`src/rtl/weight_comp_sequencer_if.sv`:
```
// ---------------------------------------------------------------------------
// weight_comp_sequencer_if
// Bundles the three buses around the sequencer:
//   upstream entry stream : in_valid / in_ready / in_index / in_value / in_last
//   cell chain            : chain_enable / chain_index / chain_value /
//                           chain_result_in / chain_result_out (MSB = valid)
//   result stream         : res_valid / res_ready / res_data / res_last
//   status                : busy / err_index / err_timeout
// modport slave  : the sequencer's view
// modport master : the surrounding environment's view (source, chain, sink)
// ---------------------------------------------------------------------------
interface weight_comp_sequencer_if #(
    parameter int DATA_WIDTH   = 16,
    parameter int RESULT_WIDTH = 32
);
    logic                    in_valid;
    logic                    in_ready;
    logic [DATA_WIDTH-1:0]   in_index;
    logic [DATA_WIDTH-1:0]   in_value;
    logic                    in_last;

    logic                    chain_enable;
    logic [DATA_WIDTH-1:0]   chain_index;
    logic [DATA_WIDTH-1:0]   chain_value;
    logic [RESULT_WIDTH:0]   chain_result_in;
    logic [RESULT_WIDTH:0]   chain_result_out;

    logic                    res_valid;
    logic                    res_ready;
    logic [RESULT_WIDTH-1:0] res_data;
    logic                    res_last;

    logic                    busy;
    logic                    err_index;
    logic                    err_timeout;

    modport slave (
        input  in_valid, in_index, in_value, in_last,
        output in_ready,
        output chain_enable, chain_index, chain_value, chain_result_in,
        input  chain_result_out,
        output res_valid, res_data, res_last,
        input  res_ready,
        output busy, err_index, err_timeout
    );

    modport master (
        output in_valid, in_index, in_value, in_last,
        input  in_ready,
        input  chain_enable, chain_index, chain_value, chain_result_in,
        output chain_result_out,
        input  res_valid, res_data, res_last,
        output res_ready,
        input  busy, err_index, err_timeout
    );
endinterface

```
`src/rtl/weight_comp_sequencer.sv`:
```
// ---------------------------------------------------------------------------
// weight_comp_sequencer
// Feeds sparse (index, value) vectors into a chain of weight_comp_cell
// instances, keeping chain_enable high for the whole vector (bubbles become
// null entries), then collects CELL_COUNT tagged results from the end of the
// chain and replays them downstream in arrival order.
//
// Ports:
//   clk  : rising-edge clock
//   rst  : synchronous active-high reset
//   bus  : weight_comp_sequencer_if.slave (entry stream, chain, result
//          stream, status flags)
//
// State table:
//   state    | meaning
//   ---------+----------------------------------------------------------
//   S_IDLE   | buffer empty, one cycle gap before accepting a new vector
//   S_FEED   | accepting entries; chain gets entry or null every cycle
//   S_DRAIN  | enable low, capturing valid results from the chain tail
//   S_OUTPUT | replaying buffered results on the result stream
// ---------------------------------------------------------------------------
module weight_comp_sequencer #(
    parameter int DATA_WIDTH    = 16,
    parameter int RESULT_WIDTH  = 32,
    parameter int CELL_COUNT    = 4,
    parameter int WEIGHT_AMOUNT = 2,
    parameter int DRAIN_TIMEOUT = 64
) (
    input logic                    clk,
    input logic                    rst,
    weight_comp_sequencer_if.slave bus
);
    localparam int CNT_W = $clog2(CELL_COUNT + 1);
    localparam int TMO_W = $clog2(DRAIN_TIMEOUT + 1);
    localparam int IDX_W = (CELL_COUNT > 1) ? $clog2(CELL_COUNT) : 1;

    typedef enum logic [1:0] {
        S_IDLE,
        S_FEED,
        S_DRAIN,
        S_OUTPUT
    } state_t;

    state_t state_q;
    state_t state_d;

    logic                    chain_en_q;
    logic [DATA_WIDTH-1:0]   chain_idx_q;
    logic [DATA_WIDTH-1:0]   chain_val_q;
    logic                    err_index_q;
    logic                    err_timeout_q;
    logic [CNT_W-1:0]        res_cnt_q;
    logic [CNT_W-1:0]        rd_ptr_q;
    logic [TMO_W-1:0]        tmo_cnt_q;
    logic [RESULT_WIDTH-1:0] buf_q [CELL_COUNT];

    logic             in_fire;
    logic             idx_bad;
    logic             capture;
    logic [CNT_W-1:0] res_cnt_inc;
    logic             cnt_full;
    logic             tmo_hit;
    logic             pop;
    logic             at_last;
    logic             in_ready_c;
    logic             res_valid_c;

    assign idx_bad     = bus.in_index >= DATA_WIDTH'(WEIGHT_AMOUNT);
    assign in_fire     = (state_q == S_FEED) && bus.in_valid;
    assign capture     = (state_q == S_DRAIN) && bus.chain_result_out[RESULT_WIDTH];
    assign res_cnt_inc = res_cnt_q + CNT_W'(capture);
    assign cnt_full    = res_cnt_inc == CNT_W'(CELL_COUNT);
    assign tmo_hit     = tmo_cnt_q == TMO_W'(DRAIN_TIMEOUT - 1);
    assign at_last     = rd_ptr_q == (res_cnt_q - CNT_W'(1));
    assign pop         = (state_q == S_OUTPUT) && bus.res_ready;

    always_ff @(posedge clk) begin
        if (rst) begin
            state_q <= S_IDLE;
        end else begin
            state_q <= state_d;
        end
    end

    always_comb begin
        state_d     = state_q;
        in_ready_c  = 1'b0;
        res_valid_c = 1'b0;
        unique case (state_q)
            S_IDLE: begin
                state_d = S_FEED;
            end
            S_FEED: begin
                in_ready_c = 1'b1;
                if (in_fire && bus.in_last) begin
                    state_d = S_DRAIN;
                end
            end
            S_DRAIN: begin
                // A capture that fills the buffer wins over a simultaneous timeout.
                if (cnt_full) begin
                    state_d = S_OUTPUT;
                end else if (tmo_hit) begin
                    state_d = (res_cnt_inc != '0) ? S_OUTPUT : S_IDLE;
                end
            end
            S_OUTPUT: begin
                res_valid_c = 1'b1;
                if (pop && at_last) begin
                    state_d = S_IDLE;
                end
            end
            default: begin
                state_d = S_IDLE;
            end
        endcase
    end

    always_ff @(posedge clk) begin
        if (rst) begin
            chain_en_q    <= 1'b0;
            chain_idx_q   <= '0;
            chain_val_q   <= '0;
            err_index_q   <= 1'b0;
            err_timeout_q <= 1'b0;
            res_cnt_q     <= '0;
            rd_ptr_q      <= '0;
            tmo_cnt_q     <= '0;
            for (int i = 0; i < CELL_COUNT; i++) begin
                buf_q[i] <= '0;
            end
        end else begin
            // Every FEED cycle presents something: the accepted entry, or a
            // null (0,0) for bubbles and out-of-range indices.
            chain_en_q  <= (state_q == S_FEED);
            chain_idx_q <= (in_fire && !idx_bad) ? bus.in_index : '0;
            chain_val_q <= (in_fire && !idx_bad) ? bus.in_value : '0;

            if (in_fire && idx_bad) begin
                err_index_q <= 1'b1;
            end

            if (state_q == S_DRAIN) begin
                tmo_cnt_q <= tmo_cnt_q + TMO_W'(1);
            end else begin
                tmo_cnt_q <= '0;
            end

            if (capture) begin
                buf_q[res_cnt_q[IDX_W-1:0]] <= bus.chain_result_out[RESULT_WIDTH-1:0];
                res_cnt_q                   <= res_cnt_inc;
            end

            if ((state_q == S_DRAIN) && !cnt_full && tmo_hit) begin
                err_timeout_q <= 1'b1;
            end

            if (pop) begin
                rd_ptr_q <= rd_ptr_q + CNT_W'(1);
            end

            // Returning to IDLE always leaves the buffer empty.
            if (state_d == S_IDLE) begin
                res_cnt_q <= '0;
                rd_ptr_q  <= '0;
            end
        end
    end

    assign bus.in_ready        = in_ready_c;
    assign bus.chain_enable    = chain_en_q;
    assign bus.chain_index     = chain_idx_q;
    assign bus.chain_value     = chain_val_q;
    assign bus.chain_result_in = '0;
    assign bus.res_valid       = res_valid_c;
    assign bus.res_data        = res_valid_c ? buf_q[rd_ptr_q[IDX_W-1:0]] : '0;
    assign bus.res_last        = res_valid_c && at_last;
    assign bus.busy            = (state_q != S_IDLE);
    assign bus.err_index       = err_index_q;
    assign bus.err_timeout     = err_timeout_q;

endmodule

```
`src/flat_wrapper.sv`:
```
// flat-port wrapper written by rule: the top's interface ports become plain ports
module weight_comp_sequencer_flat 
#(
    parameter int DATA_WIDTH    = 16,
    parameter int RESULT_WIDTH  = 32,
    parameter int CELL_COUNT    = 4,
    parameter int WEIGHT_AMOUNT = 2,
    parameter int DRAIN_TIMEOUT = 64
)
  (clk, rst, bus_in_valid, bus_in_index, bus_in_value, bus_in_last, bus_in_ready, bus_chain_enable, bus_chain_index, bus_chain_value, bus_chain_result_in, bus_chain_result_out, bus_res_valid, bus_res_data, bus_res_last, bus_res_ready, bus_busy, bus_err_index, bus_err_timeout);
  weight_comp_sequencer_if #(.DATA_WIDTH(DATA_WIDTH), .RESULT_WIDTH(RESULT_WIDTH)) bus_i ();
  input logic clk;
  input logic rst;
  input wire logic [$bits(bus_i.in_valid)-1:0] bus_in_valid;
  input wire logic [$bits(bus_i.in_index)-1:0] bus_in_index;
  input wire logic [$bits(bus_i.in_value)-1:0] bus_in_value;
  input wire logic [$bits(bus_i.in_last)-1:0] bus_in_last;
  output wire logic [$bits(bus_i.in_ready)-1:0] bus_in_ready;
  output wire logic [$bits(bus_i.chain_enable)-1:0] bus_chain_enable;
  output wire logic [$bits(bus_i.chain_index)-1:0] bus_chain_index;
  output wire logic [$bits(bus_i.chain_value)-1:0] bus_chain_value;
  output wire logic [$bits(bus_i.chain_result_in)-1:0] bus_chain_result_in;
  input wire logic [$bits(bus_i.chain_result_out)-1:0] bus_chain_result_out;
  output wire logic [$bits(bus_i.res_valid)-1:0] bus_res_valid;
  output wire logic [$bits(bus_i.res_data)-1:0] bus_res_data;
  output wire logic [$bits(bus_i.res_last)-1:0] bus_res_last;
  input wire logic [$bits(bus_i.res_ready)-1:0] bus_res_ready;
  output wire logic [$bits(bus_i.busy)-1:0] bus_busy;
  output wire logic [$bits(bus_i.err_index)-1:0] bus_err_index;
  output wire logic [$bits(bus_i.err_timeout)-1:0] bus_err_timeout;
  assign bus_i.in_valid = bus_in_valid;
  assign bus_i.in_index = bus_in_index;
  assign bus_i.in_value = bus_in_value;
  assign bus_i.in_last = bus_in_last;
  assign bus_in_ready = bus_i.in_ready;
  assign bus_chain_enable = bus_i.chain_enable;
  assign bus_chain_index = bus_i.chain_index;
  assign bus_chain_value = bus_i.chain_value;
  assign bus_chain_result_in = bus_i.chain_result_in;
  assign bus_i.chain_result_out = bus_chain_result_out;
  assign bus_res_valid = bus_i.res_valid;
  assign bus_res_data = bus_i.res_data;
  assign bus_res_last = bus_i.res_last;
  assign bus_i.res_ready = bus_res_ready;
  assign bus_busy = bus_i.busy;
  assign bus_err_index = bus_i.err_index;
  assign bus_err_timeout = bus_i.err_timeout;
  weight_comp_sequencer #(.DATA_WIDTH(DATA_WIDTH), .RESULT_WIDTH(RESULT_WIDTH), .CELL_COUNT(CELL_COUNT), .WEIGHT_AMOUNT(WEIGHT_AMOUNT), .DRAIN_TIMEOUT(DRAIN_TIMEOUT)) u_core (.clk(clk), .rst(rst), .bus(bus_i));
endmodule
```
`config.mk`:
```
export PLATFORM = sky130hd
export DESIGN_NAME = weight_comp_sequencer_flat
export DESIGN_NICKNAME = d
export VERILOG_FILES = /design/src/rtl/weight_comp_sequencer_if.sv /design/src/rtl/weight_comp_sequencer.sv /design/src/flat_wrapper.sv
export SDC_FILE = /design/constraint.sdc
export NUM_CORES = 1
export LEC_CHECK = 0
export ABC_AREA = 1
export CAP_MARGIN = 20
export CORE_MARGIN = 3
export CORE_UTILIZATION = 41
export CTS_BUF_LIST = sky130_fd_sc_hd__clkbuf_8
export DETAILED_ROUTE_END_ITERATION = 10
export PLACE_DENSITY = 0.67
export SLEW_MARGIN = 20
export SYNTH_ARGS = -nofsm -noshare
export SYNTH_HDL_FRONTEND = slang
export SYNTH_SLANG_ARGS = --single-unit
export TNS_END_PERCENT = 20
```
`constraint.sdc`:
```
create_clock -name clk -period 11.4 [get_ports clk]
set_input_delay 2.28 -clock clk [delete_from_list [all_inputs] [get_ports clk]]
set_output_delay 2.28 -clock clk [all_outputs]
set_load 0.02 [all_outputs]
```
==> qor.txt, run 1 <==
outcome: finished clean
post-DP HPWL: 11.2 mm
Inst Count DP: 1,161
area of the core: 0.0183 sq mm
worst skew pair latency: 450 ps
H-tree Lvls: 4
CP Max Fanout: 33
Synth Area in Compound Gates: 7.09%
WL/cell: 14.9 um
nature of the critical path endpoint: output pin
CP endpoint: bus_res_data[20]
final wirelength: 17.7 mm
hold buffers post-CTS: 0
worst hold slack: 464 ps
maximum clock path buffer count: 2
Seq cells post-synth: 180
Yosys cell types: 35
worst r2r src: u_core.state_q[1]
Yosys Warn Count: 0
Starting Density: 42.5%
vias in the first global route: 5,589
DR pass1 iterations: 5
leakage power: 0.00392 uW
worst r2r dst: u_core.buf_q[2][8]
Post-synth EDFFs: 128
ys async rst share: 0%
cts repair resizes: 0
Non-Filler Instances: 1,193
Max VDD drop: 72.9 uV
clock root cell: clkbuf_8
Slew HR: 29.3%
routability cong.: 0.746
CP cell instances: buf_4 > clkinv_1 > nor2_1 > o21ai_0 > a21oi_1 > clkdlybuf4s50_1
Worst EP required: 9120 ps
Post-Syn Instances: 811
startpoint types: flop
Clk pin slew, worst setup/hold paths: 90 ps
final worst-path cycle share: 50.3%
flop2flop setup slack: 8680 ps
layout cell share with drive strength beyond 1: 5.60%
area of the die: 0.0206 sq mm
Ports: 174
min setup slack post-route: 5660 ps
Worst Min Path Start: u_core.tmo_cnt_q[0]
Synth Area in Simple Gates: 18.8%
CTS tree: yes
Adder-Cell Fraction of Synth Area: 0.806%
Via-to-Cell Ratio: 4.74
post-synthesis mux area share: 0.129%
Sink Count: 180
TNS Setup: 0 ps
fmax: 0.174 GHz
drt drc: 0
row cnt: 49
pre-CTS setup slack: 6100 ps
DR vias: 5,658
I/O Buffers: 140
Nets: 1,026
worst-margin pin slew: 1050 ps
post-CTS setup buffer count: 0
Finished Cell Area: 0.00965 sq mm
DRT iter0 DRCs: 348
sequential fraction of the synthesis area: 62.9%
Power Density: 133 mW/mm^2
HP Class: reg -> reg
Tmin final: 5740 ps
grt ovf: 0
Primary FF master, synth: edfxtp_1
largest net degree at the start of global routing: 66
# fillers: 1,680
Layout area overhead: 24.4%
Mapped Area: 0.00776 sq mm
multi-input logic area: 0.00232 sq mm
Die X: 144 um
DP Area: 0.00924 sq mm
initial antenna violation count: 0
global-route wire length before repair: 28.6 mm
Max-Cap Viols: 0
clock skew: 11.1 ps
main combinational cell family by area after synthesis: simple AND/OR/NAND/NOR gates
register area: 0.00489 sq mm
# diodes: 0
depth of the most critical reg-to-reg path: 8
RSZ-0062 raised after global routing: false
final setup vio count: 0
syn_area_per_cell: 9.57 sq um
CP Class: reg -> out
Slew Viols, Final: 0
Num CTS Buffers: 17
Total Routing Usage GR: 17.8%
Antenna Nets Post-Route: 0
Worst EP arrival: 3460 ps
Die Span Y: 144 um
Worst path max stage delay: 940 ps
number of hold violations in the final report: 0
Synth Area in XOR/XNOR: 0.451%
slowest CP cell: clkinv_1
-- flip-flops by register name, summed over array words and instances, names as in the netlist, named ones only --
| name | cells |
|---|---|
| u_core.buf_q | 128 |
| u_core.bus.chain_enable | 1 |
| u_core.bus.chain_index | 16 |
| u_core.bus.chain_value | 16 |
| u_core.bus.err_index | 1 |
| u_core.bus.err_timeout | 1 |
| u_core.rd_ptr_q | 3 |
| u_core.res_cnt_q | 3 |
| u_core.state_q | 2 |
| u_core.tmo_cnt_q | 7 |
-- power by group --
group          switching [uW]  internal [uW]
Combinational            60.2           39.9
Clock                     238            217
Sequential               7.03            719
-- metrics by stage --
step / utilization [%] / total power [uW]
6_report: 52.8 / 1280
3_5_place_dp: 50.6 / 842
4_1_cts: 52.8 / 1290
2_1_floorplan: - / 800
5_1_grt: 52.8 / 1330
3_3_place_gp: 50.5 / 840
-- critical path: cells and delay by family, from the launching register on --
family | cells | cell delay, ps
buf+inv | 3 | 1970
compound gates | 2 | 410
simple gates | 1 | 290
flops | 1 | 310
-- cell families after synthesis --
logic type | after synthesis
and+or+nand+nor | 358
DFF | 180
buffers and inverters | 153
AOI/OAI and AO/OA | 109
adders and majority gates | 5
xor gates and xnor gates | 4
other | 1
muxes | 1
-- how the worst min path moves through the flow --
stage / to / slack [ps] / cells after the start
floorplan: u_core.tmo_cnt_q[0] / 420 / 1
global placement: u_core.tmo_cnt_q[0] / 430 / 1
detailed placement: u_core.tmo_cnt_q[0] / 450 / 1
CTS: u_core.tmo_cnt_q[0] / 470 / 1
global route: u_core.tmo_cnt_q[0] / 490 / 1
finish: u_core.tmo_cnt_q[0] / 460 / 1
-- layout make-up --
class                           instances  share of cell area, %
Sequential cell                       180                   50.6
Multi-Input combinational cell        525                   24.0
Timing Repair Buffer                  145                   14.9
Inverter                               82                   3.19
Tap cell                              229                   2.97
Clock buffer                           20                   2.85
Clock inverter                         12                   1.45
-- cell usage after synthesis, types with 3 or more instances --
master | number | area, sq um
buf_1 | 9 | 33.8
o21ai_0 | 69 | 345
dfxtp_1 | 52 | 1040
nor3_1 | 15 | 75.1
nand2_4 | 4 | 45.0
inv_2 | 3 | 11.3
buf_2 | 5 | 25.0
nand4_1 | 4 | 25.0
nand3_1 | 4 | 20.0
xor2_1 | 3 | 26.3
inv_1 | 78 | 293
a21oi_1 | 37 | 185
ha_1 | 5 | 62.6
buf_6 | 7 | 78.8
nor2_1 | 284 | 1070
clkbuf_1 | 17 | 63.8
buf_4 | 33 | 248
nand2_1 | 38 | 143
edfxtp_1 | 128 | 3840
-- cell usage in the layout (no fill, tap or decap), types with 15 or more instances in the layout --
master,n
nor2_1,284
nor3_1,15
dfxtp_1,51
clkdlybuf4s50_1,140
a21oi_1,37
conb_1,48
edfxtp_1,128
inv_1,77
o21ai_0,69
nand2_1,35
clkbuf_8,20
-- routing by layer --
| metal | routed length, um | vias up | global-route usage [%] |
|---|---|---|---|
| met5 | 0 | - | 0 |
| met2 | 8660 | 219 | 30.3 |
| li1 | - | 2808 | - |
| met4 | 216 | 0 | 5.25 |
| met1 | 7280 | 2612 | 21.6 |
| met3 | 1580 | 19 | 5.89 |
(Power assumes the default switching activity.)
==> run 2: changes to the inputs <==
--- a/config.mk
+++ b/config.mk
@@ -11,7 +11,7 @@
 export CORE_UTILIZATION = 41
 export CTS_BUF_LIST = sky130_fd_sc_hd__clkbuf_8
 export DETAILED_ROUTE_END_ITERATION = 10
-export PLACE_DENSITY = 0.67
+export PLACE_DENSITY = 0.7
 export SLEW_MARGIN = 20
 export SYNTH_ARGS = -nofsm -noshare
 export SYNTH_HDL_FRONTEND = slang
==> constraint.sdc (replaced) <==
create_clock -name clk -period 5.1 [get_ports clk]
set_input_delay 1.02 -clock clk [delete_from_list [all_inputs] [get_ports clk]]
set_output_delay 1.02 -clock clk [all_outputs]
set_load 0.02 [all_outputs]
==> run 2 against run 1 <==
  * Register-to-register slack lost 6300 ps
  * Utilization grew 0.60 points
  * Die area is the same
  * Clock skew shrank 1.6 ps
  * Count of clock-buffer cells in the layout shrank 3
  * Critical path depth is the same
  * Critical path type unchanged
  * Final cell count grew 0.34%
  * Global-route usage shrank 0.80 points
  * Combinational power grew 130%
  * Non-clock buffer count grew 4
==> qor.txt, run 2 (synthesis results as in run 1) <==
outcome: finished clean
I/O Buffers: 140
Nets: 1,030
vias in the first global route: 5,612
cts repair resizes: 0
CTS tree: yes
hold buffers post-CTS: 0
final wirelength: 17.3 mm
DRT iter0 DRCs: 372
Via-to-Cell Ratio: 4.72
Die Span Y: 144 um
routability cong.: 0.764
Ports: 174
number of flip-flops in the largest register: 128
hold depth: 1
initial antenna violation count: 0
CP endpoint: bus_res_data[16]
startpoint types: flop
number of hold violations in the final report: 0
Clk pin slew, worst setup/hold paths: 90 ps
Pwr Total: 3020 uW
layout cell share with drive strength beyond 1: 5.79%
worst-margin pin slew: 881 ps
leakage power: 0.00398 uW
WL/cell: 14.4 um
largest net degree at the start of global routing: 65
CP Max Fanout: 64
CP Class: reg -> out
HP Class: reg -> reg
worst r2r src: u_core.state_q[1]
H-tree Lvls: 4
drt drc: 0
fmax: 0.282 GHz
clock skew: 9.52 ps
final setup vio count: 0
flop2flop setup slack: 2360 ps
global-route wire length before repair: 27.2 mm
clock root cell: clkbuf_8
TNS Setup: 0 ps
Num CTS Buffers: 17
Starting Density: 42.5%
Sink Count: 180
DR pass1 iterations: 5
Max-Cap Viols: 0
area of the die: 0.0206 sq mm
post-DP HPWL: 11.6 mm
nature of the critical path endpoint: output pin
Slew HR: 41.3%
DR vias: 5,651
Layout area overhead: 25.8%
worst r2r dst: u_core.buf_q[2][20]
# diodes: 0
Die X: 144 um
Antenna Nets Post-Route: 0
row cnt: 49
Worst EP arrival: 2530 ps
largest register by flop count: u_core.buf_q
grt ovf: 0
most common cell after layout, fill and taps aside: nor2_1
Tmin final: 3550 ps
area of the core: 0.0183 sq mm
Slew Viols, Final: 0
Max VDD drop: 149 uV
maximum clock path buffer count: 2
worst skew pair latency: 450 ps
depth of the most critical reg-to-reg path: 9
post-CTS setup buffer count: 0
final worst-path cycle share: 69.6%
Total Routing Usage GR: 17.0%
commonest non-fill, non-tap cells in the layout: nor2_1, clkdlybuf4s50_1, edfxtp_1
Power Density: 309 mW/mm^2
RSZ-0062 raised after global routing: false
Worst EP required: 4080 ps
## run 2: per-layer routing
layer  track usage [%]  up-vias  routed length (um)
met4              4.86        0                 212
met1              19.5     2595                6910
li1                  -     2814                   -
met5                 0        -                   0
met2              29.9      225                8550
met3              6.19       17                1600
## run 2: layout make-up
class,count,area [sq um]
clock inverter,15,259
multi-input combinational,525,2310
fill,1640,8510
sequential,180,4890
tap,229,287
clock buffer,17,234
timing repair buffer,149,1480
inverter,82,308
## run 2: how the worst min path moves through the flow
stage | startpoint | to | slack [ps]
after global placement | u_core.tmo_cnt_q[0] | u_core.tmo_cnt_q[0] | 430
after global routing | u_core.tmo_cnt_q[0] | u_core.tmo_cnt_q[0] | 490
final | u_core.tmo_cnt_q[0] | u_core.tmo_cnt_q[0] | 450
after floorplan | u_core.tmo_cnt_q[0] | u_core.tmo_cnt_q[0] | 420
after detailed placement | u_core.tmo_cnt_q[0] | u_core.tmo_cnt_q[0] | 440
after CTS | u_core.tmo_cnt_q[0] | u_core.tmo_cnt_q[0] | 460
## run 2: per-stage QoR
stage | instances | hold WS, ps | instance area, sq um | setup slack, ps | utilization (%)
2_1_floorplan | 858 | 418 | 7940 | 1110 | -
3_3_place_gp | 1165 | 432 | 9270 | 1250 | 50.7
3_5_place_dp | 1165 | 439 | 9270 | 1210 | 50.7
4_1_cts | 1197 | 457 | 9760 | 1060 | 53.4
5_1_grt | 1197 | 487 | 9760 | 1270 | 53.4
6_report | 1197 | 451 | 9760 | 1550 | 53.4
## run 2: power by group
part / switching, uW / internal [uW] / total (uW)
clock network: 492 / 678 / 1170
registers: 13.5 / 1610 / 1620
logic: 137 / 91.8 / 229
## run 2: worst max-delay path: stages, from the launching register on
cell             delay, ps
dfxtp_2                340
buf_4                  520
nor2_1                 120
nor2_1                 120
o21ai_0                100
a21oi_1                240
clkdlybuf4s50_1        650
==> run 3: changes to the inputs <==
--- a/config.mk
+++ b/config.mk
@@ -11,7 +11,7 @@
 export CORE_UTILIZATION = 41
 export CTS_BUF_LIST = sky130_fd_sc_hd__clkbuf_8
 export DETAILED_ROUTE_END_ITERATION = 10
-export PLACE_DENSITY = 0.7
+export PLACE_DENSITY = 0.67
 export SLEW_MARGIN = 20
 export SYNTH_ARGS = -nofsm -noshare
 export SYNTH_HDL_FRONTEND = slang
==> constraint.sdc (replaced) <==
create_clock -name clk -period 3.3 [get_ports clk]
set_input_delay 0.66 -clock clk [delete_from_list [all_inputs] [get_ports clk]]
set_output_delay 0.66 -clock clk [all_outputs]
set_load 0.02 [all_outputs]
==> run 3 against run 2 <==
  * Utilization grew 0.082 points
  * Die area is the same
  * Worst setup slack lost 1400 ps
  * Clock power grew 28%
  * Total power grew 45%
  * Via count grew 0.58%
  * Wire length grew 3.0%
  * Global-route usage grew 0.74 points
  * Critical path depth is the same
  * Combinational power grew 59%
  * First-iteration DRC count shrank 16%
  * Final cell count grew 0.67%
==> qor.txt, run 3 (synthesis results as in run 1) <==
outcome: finished clean
multi-input logic area: 0.00232 sq mm
Starting Density: 42.5%
# diodes: 0
WL/cell: 14.8 um
CP Class: reg -> out
area of the die: 0.0206 sq mm
Slew HR: 41.6%
Pwr Total: 4370 uW
sw frac: 22.5%
largest register by flop count: u_core.buf_q
leakage power: 0.00402 uW
hold buffers post-CTS: 0
Non-Filler Instances: 1,205
DR pass1 iterations: 5
Seq pwr share: 57.3%
worst skew pair latency: 450 ps
Power Density: 447 mW/mm^2
number of hold violations in the final report: 0
row cnt: 49
startpoint types: flop
Total Routing Usage GR: 17.7%
worst r2r src: u_core.state_q[1]
H-tree Lvls: 4
Via-to-Cell Ratio: 4.72
Worst path max stage delay: 630 ps
drt drc: 0
nature of the critical path endpoint: output pin
HP Class: reg -> reg
Die Span Y: 144 um
Sink Count: 180
DRT iter0 DRCs: 313
slowest CP cell: inv_1
global-route wire length before repair: 28.2 mm
vias in the first global route: 5,662
Die X: 144 um
final wirelength: 17.8 mm
Tmin final: 3120 ps
final core occ: 53.5%
Ports: 174
clock skew: 15.2 ps
CTS tree: yes
post-DP HPWL: 11.3 mm
DP Area: 0.00938 sq mm
Clock power frac: 34.4%
internal power: 3390 uW
worst hold slack: 460 ps
number of flip-flops in the largest register: 128
area of the core: 0.0183 sq mm
fmax: 0.321 GHz
flop2flop setup slack: 1370 ps
Finished Cell Area: 0.00978 sq mm
P_sw: 983 uW
register area: 0.00489 sq mm
RSZ-0062 raised after global routing: true
I/O Buffers: 140
Max-Cap Viols: 0
CP Max Fanout: 23
Max VDD drop: 249 uV
post-CTS setup buffer count: 0
maximum clock path buffer count: 2
CP cell instances: inv_1 > buf_4 > nor2_1 > o21ai_0 > a21oi_1 > clkdlybuf4s50_1
Inst Count DP: 1,173
initial antenna violation count: 0
layout cell share with drive strength beyond 1: 6.35%
Num CTS Buffers: 17
Nets: 1,038
Layout area overhead: 26.0%
largest net degree at the start of global routing: 46
final worst-path cycle share: 94.5%
most common cell after layout, fill and taps aside: nor2_1
depth of the most critical reg-to-reg path: 15
Worst EP required: 2640 ps
Slew Viols, Final: 0
# fillers: 1,679
Antenna Nets Post-Route: 0
CP endpoint: bus_res_data[1]
Worst EP arrival: 2460 ps
worst-margin pin slew: 876 ps
routability cong.: 0.788
commonest non-fill, non-tap cells in the layout: nor2_1, clkdlybuf4s50_1, edfxtp_1
combinational share of power: 8.3%
cts repair resizes: 0
final setup vio count: 0
DR vias: 5,684
clock root cell: clkbuf_8
grt ovf: 0
Clk pin slew, worst setup/hold paths: 80 ps
-- run 3: layout make-up --
class / count / share of cell area [%]
inverter: 82 / 3.15
multi-input combinational: 525 / 23.7
timing repair buffer: 157 / 16.2
sequential: 180 / 50.0
clock inverter: 14 / 1.51
tap: 229 / 2.93
clock buffer: 18 / 2.53
-- run 3: layer usage --
metal	vias up	GRT usage [%]	wire length, um
li1	2835	-	-
met1	2618	20.7	7370
met2	216	30.7	8630
met3	15	6.39	1570
met4	0	5.35	225
met5	-	0	0
-- run 3: metrics by stage --
step	setup slack [ps]	setup TNS (ps)
finish	181	0
global route	-17.0	-54.0
global placement	631	0
detailed placement	603	0
CTS	87.0	0
floorplan	673	0
-- run 3: worst min-delay path by stage --
stage	from	endpoint	slack, ps	cells after the start
floorplan	u_core.tmo_cnt_q[0]	u_core.tmo_cnt_q[0]	420	1
global placement	u_core.tmo_cnt_q[0]	u_core.tmo_cnt_q[0]	430	1
detailed placement	u_core.tmo_cnt_q[0]	u_core.tmo_cnt_q[0]	450	1
CTS	u_core.tmo_cnt_q[0]	u_core.tmo_cnt_q[0]	460	1
global route	u_core.tmo_cnt_q[0]	u_core.tmo_cnt_q[0]	470	1
finish	u_core.tmo_cnt_q[0]	u_core.tmo_cnt_q[0]	460	1
-- run 3: worst max-delay path, delay by kind of cell, from the launching register on --
kind	cells	cell delay, ps
AO/OA/AOI/OAI	2	150
AND/OR/NAND/NOR	1	50
flip-flops	1	320
buffers and inverters	3	1480
-- run 3: power groups by stage --
stage | Combinational [uW] | Clock [uW] | Sequential [uW]
floorplan | 196 | 0 | 2570
global placement | 363 | 0 | 2550
detailed placement | 365 | 0 | 2550
CTS | 367 | 1540 | 2500
global route | 401 | 1630 | 2510
finish | 363 | 1500 | 2500
